`config.mk`:
```
export PLATFORM = sky130hd
export DESIGN_NAME = knn_local_sp_arbiter
export DESIGN_NICKNAME = d
export VERILOG_FILES = /design/src/rtl/knn_local_sp_arbiter.sv
export SDC_FILE = /design/constraint.sdc
export NUM_CORES = 1
export LEC_CHECK = 0
export BUFFER_PORTS_ARGS = -buffer_cell sky130_fd_sc_hd__buf_2
export CORE_AREA = 2 2 414 416
export CTS_CLUSTER_SIZE = 30
export DETAILED_ROUTE_END_ITERATION = 8
export DIE_AREA = 0 0 416 418
export PLACE_DENSITY = 0.49
export SYNTH_ARGS = -nofsm -noshare
export SYNTH_HDL_FRONTEND = slang
export SYNTH_SLANG_ARGS = --single-unit
```
`constraint.sdc`:
```
create_clock -name clk -period 8.6 [get_ports clk]
set_input_delay 1.72 -clock clk [delete_from_list [all_inputs] [get_ports clk]]
set_output_delay 1.72 -clock clk [all_outputs]
set_load 0.05 [all_outputs]
```
`src/rtl/knn_local_sp_arbiter.sv`:
```
// Shares one single-port local memory between the partial-KNN buffer write
// stream (loader) and the vector read stream (distance pipeline). Grants are
// round-robin. Outstanding reads are tracked through a MEM_LAT-deep valid
// pipeline. Read data is collected in a credit-protected response FIFO.
//
// Ports:
//   clk, reset                    clock, synchronous active-high reset
//   wr_valid/wr_ready/wr_addr/wr_data  write request channel
//   rd_valid/rd_ready/rd_addr          read request channel
//   rsp_valid/rsp_ready/rsp_data       read response channel (request order)
//   mem_address0/ce0/we0/d0/q0         single-port memory interface
module knn_local_sp_arbiter #(
  parameter int unsigned DATA_W    = 256,
  parameter int unsigned ADDR_W    = 11,
  parameter int unsigned MEM_LAT   = 2,
  parameter int unsigned RSP_DEPTH = 4
) (
  input  logic              clk,
  input  logic              reset,
  input  logic              wr_valid,
  output logic              wr_ready,
  input  logic [ADDR_W-1:0] wr_addr,
  input  logic [DATA_W-1:0] wr_data,
  input  logic              rd_valid,
  output logic              rd_ready,
  input  logic [ADDR_W-1:0] rd_addr,
  output logic              rsp_valid,
  input  logic              rsp_ready,
  output logic [DATA_W-1:0] rsp_data,
  output logic [ADDR_W-1:0] mem_address0,
  output logic              mem_ce0,
  output logic              mem_we0,
  output logic [DATA_W-1:0] mem_d0,
  input  logic [DATA_W-1:0] mem_q0
);

  localparam int unsigned PTR_W = (RSP_DEPTH > 1) ? $clog2(RSP_DEPTH) : 1;
  localparam int unsigned CNT_W = $clog2(RSP_DEPTH + 1);
  localparam int unsigned OCC_W = $clog2(RSP_DEPTH + MEM_LAT + 1);

  logic               last_grant_q, last_grant_d;  // 0 = write, 1 = read
  logic [MEM_LAT-1:0] vpipe_q, vpipe_d;
  logic [DATA_W-1:0]  fifo_q [RSP_DEPTH];
  logic [PTR_W-1:0]   wptr_q, wptr_d;
  logic [PTR_W-1:0]   rptr_q, rptr_d;
  logic [CNT_W-1:0]   count_q, count_d;
  logic [OCC_W-1:0]   occupancy;
  logic               rd_elig;
  logic               grant_wr;
  logic               grant_rd;
  logic               push;
  logic               pop;

  // Entries already in the FIFO plus reads still travelling through memory;
  // a read is only issued if a FIFO slot is guaranteed for its data.
  always_comb begin
    occupancy = OCC_W'(count_q);
    for (int i = 0; i < int'(MEM_LAT); i++) begin
      occupancy = occupancy + OCC_W'(vpipe_q[i]);
    end
  end

  assign rd_elig = rd_valid && (occupancy < OCC_W'(RSP_DEPTH));

  // Round-robin arbitration: on contention the side not granted last wins.
  always_comb begin
    grant_wr = 1'b0;
    grant_rd = 1'b0;
    if (!reset) begin
      if (wr_valid && rd_elig) begin
        grant_wr = last_grant_q;
        grant_rd = ~last_grant_q;
      end else begin
        grant_wr = wr_valid;
        grant_rd = rd_elig;
      end
    end
  end

  assign last_grant_d = grant_rd ? 1'b1 : (grant_wr ? 1'b0 : last_grant_q);

  // Memory port driven straight from the grant; address/data are don't-care when idle.
  assign wr_ready     = grant_wr;
  assign rd_ready     = grant_rd;
  assign mem_ce0      = grant_wr | grant_rd;
  assign mem_we0      = grant_wr;
  assign mem_address0 = grant_wr ? wr_addr : rd_addr;
  assign mem_d0       = wr_data;

  // Read-latency tracker: stage 0 marks a read issued this cycle.
  always_comb begin
    vpipe_d    = '0;
    vpipe_d[0] = grant_rd;
    for (int i = 1; i < int'(MEM_LAT); i++) begin
      vpipe_d[i] = vpipe_q[i-1];
    end
  end

  assign push      = vpipe_q[MEM_LAT-1];
  assign rsp_valid = !reset && (count_q != '0);
  assign rsp_data  = fifo_q[rptr_q];
  assign pop       = rsp_valid && rsp_ready;

  // FIFO pointer/count update with explicit modulo-RSP_DEPTH wrap.
  always_comb begin
    wptr_d  = wptr_q;
    rptr_d  = rptr_q;
    count_d = count_q;
    if (push) begin
      wptr_d = (wptr_q == PTR_W'(RSP_DEPTH - 1)) ? '0 : wptr_q + PTR_W'(1);
    end
    if (pop) begin
      rptr_d = (rptr_q == PTR_W'(RSP_DEPTH - 1)) ? '0 : rptr_q + PTR_W'(1);
    end
    if (push && !pop) begin
      count_d = count_q + CNT_W'(1);
    end else if (!push && pop) begin
      count_d = count_q - CNT_W'(1);
    end
  end

  // Control state; reset drops any reads still in flight.
  always_ff @(posedge clk) begin
    if (reset) begin
      last_grant_q <= 1'b1;
      vpipe_q      <= '0;
      wptr_q       <= '0;
      rptr_q       <= '0;
      count_q      <= '0;
    end else begin
      assert (!(push && !pop && (count_q == CNT_W'(RSP_DEPTH))));
      last_grant_q <= last_grant_d;
      vpipe_q      <= vpipe_d;
      wptr_q       <= wptr_d;
      rptr_q       <= rptr_d;
      count_q      <= count_d;
    end
  end

  // FIFO storage needs no reset; count_q qualifies every entry.
  always_ff @(posedge clk) begin
    if (push && !reset) begin
      fifo_q[wptr_q] <= mem_q0;
    end
  end

endmodule

```
==> flow_summary.ini <==
[outcome]
status = complete, no violations

[worst_setup_path]
r2r_slack_ns = 5.63
crit_family = buffers and inverters
arrival_ns = 3.48
reg2reg_depth = 4
critical_path_peak_fanout = 41
worst_ep_required_time_ns = 6.88
worst-path-buf-inv = 3
critPathMaxStageDelay_ns = 0.96
worstSetupPathType = flop to output pin
critPathLaunchType = flop
r2r_end = fifo_q[2][11]
worstPathCellList = buf_12 -> buf_4 -> mux4_2 -> buf_2
r2r_start = vpipe_q[1]
endpoint_kind = output pin
cpMaxStageDelayCell = dfxtp_4

[grt]
grt_pass1_vias = 19300
grt_first_pass_wirelength_um = 152000
antenna_found_initial = 40
grt_overflow_total = 0
grt_use_total = 0.123
grt_max_degree = 123

[power]
power_mw = 12.0
vdd_ir_drop_max_mv = 0.206
power_density_nw_per_um2 = 256
leakage_nw = 14.9

[synthesis]
syn_avg_cell_area_um2 = 23.6
yosys_most_used_dff = edfxtp_1
synth_nets = 2219
synth_seq_cells = 1036
synth_compound_area_frac = 0.00247
synthCells = 1672
yosys_warnings = 0
yosysTopAreaCell = edfxtp_1
ys_types = 32
seq_area_frac_synth = 0.784
synthSimpleGateAreaFrac = 0.00298
synth_xor_area_frac = 0.000443
yosysTopAreaCellShare = 0.778
ys_async_sr_fraction = 0
synthMuxAreaShare = 0.151
synth_top_family_by_area = multiplexers
netlist_area_um2 = 39500
synth_enable_flop_cells = 1024
synthTopCellsByArea = edfxtp_1, mux4_2, buf_4, dfxtp_1, buf_2
synth_fa_ha_area_frac = 0.00272

[min_path]
worstHoldPathType = flop to flop
hold_end = vpipe_q[1]
min_from = vpipe_q[0]
min_path_cells = 1

[timing]
finClkSkew_ns = 0.0239
fin_crit_sh = 0.604
fmax_mhz = 192
finalSetupViolCount = 0
relSlewSlack = 0.104
hold_violations = 0
tightestPinTransition_ns = 1.34
fin_crit_ns = 5.20
timing.final.ws_setup_ns = 3.40
drv_slew = 0
setup_tns_ns = 0
hold_slack_ns = 0.504
rsz0062_at_grt = false

[drt]
wl_um = 110000
drt-pass1-iter-count = 4
drc_errors = 0
num_vias = 17900
drtIter0Drc = 986
antenna_left = 0
via_per_inst = 4.10
wl_per_cell_um = 25.3

[place]
placed_cell_area_um2 = 43100
dpl.cell_count = 4147
numPortBuffers = 554
dp_hpwl_um = 76200
dp_slack_ns = 3.56
gp_congestion = 0.760

[finish]
mostFrequentLayoutCells = edfxtp_1, buf_2, mux4_2
layout.cells.most_common = edfxtp_1
final_nets = 2590
stdcell_count = 4365
drive_gt1_frac = 0.475
post-route-util = 0.277
multi_input_area_um2 = 6300
fin_area_um2 = 46800
num-fill-cells = 16600
seq_area_um2 = 31000
area_growth_pct = 18.4

[clock_tree]
tritoncts = done
clk_path_buf_depth = 3
worst_skew_pair.late_latency_ns = 0.75
cts.clk_slew.worst_paths_ns = 0.06
htree_levels = 3
cts_resized = 0
cts_root_buffer = clkbuf_16
postCtsSetupBuffers = 0
cts_hold_buf = 0
clock-sinks = 1036
cts_buffers = 112

[floorplan]
die_area_um2 = 174000
ioPinCount = 1067
rows = 151
initial_utilization = 0.234
coreArea_um2 = 169000
die_y_um = 418
die_w_um = 416

[job]
max-cap-violations = 0
[flip-flops by register name, summed over array words and instances, names as in the netlist, named ones only]
name          count
count_q           3
fifo_q         1024
last_grant_q      1
rptr_q            2
vpipe_q           2
wptr_q            2
[synth_stat cells (2+ instances only)]
library cell and count:
inv_1 6, mux2_2 2, nor2b_1 3, mux4_2 256
buf_1 19, mux2i_1 3, mux2_4 9, xor2_1 2
and2_1 4, nor2_1 6, nand3_1 3, buf_2 30
buf_4 262, o21ai_0 2, nand2_1 2, clkbuf_1 5
ha_1 7, edfxtp_1 1024, a211oi_1 2, dfxtp_1 12
a21oi_1 2
[worst max-delay path by stage]
stage	from	to	slack, ns	cells after the start
3_3_place_gp	rd_valid	mem_address0[10]	3.57	5
5_1_grt	flop	rsp_data[156]	3.03	4
2_1_floorplan	reset	fifo_q[0][0]	0.21	2
4_1_cts	flop	rsp_data[164]	3.12	4
6_report	flop	rsp_data[164]	3.40	4
3_5_place_dp	rd_valid	mem_address0[10]	3.56	5
[cell families after synthesis]
family	after synthesis
AOI/OAI and AO/OA	11
xor gates and xnor gates	2
adders and majority gates	8
buffers and inverters	323
DFF	1036
muxes	270
and+or+nand+nor	22
[power by group]
group	switching, mW	internal, mW
combinational	1.11	0.516
clock	2.03	2.69
sequential	0.0438	5.58
total	3.18	8.79
[area by class of cell]
cell class                      count  area share
Sequential cell                  1036       0.662
Multi-Input combinational cell    313       0.135
Timing Repair Buffer              574      0.0649
Clock buffer                      132      0.0619
Tap cell                         2218      0.0593
Clock inverter                     82      0.0161
Inverter                            6    0.000481
Antenna cell                        4    0.000214
[metal layers]
metal / up-vias / track usage / part of all wire
met5: - / 0.00695 / 0.0025
met4: 26 / 0.0455 / 0.035
met3: 279 / 0.0696 / 0.12
met2: 840 / 0.226 / 0.54
met1: 9305 / 0.111 / 0.31
li1: 7442 / - / -
No activity file was read; power rests on OpenSTA's default activity.
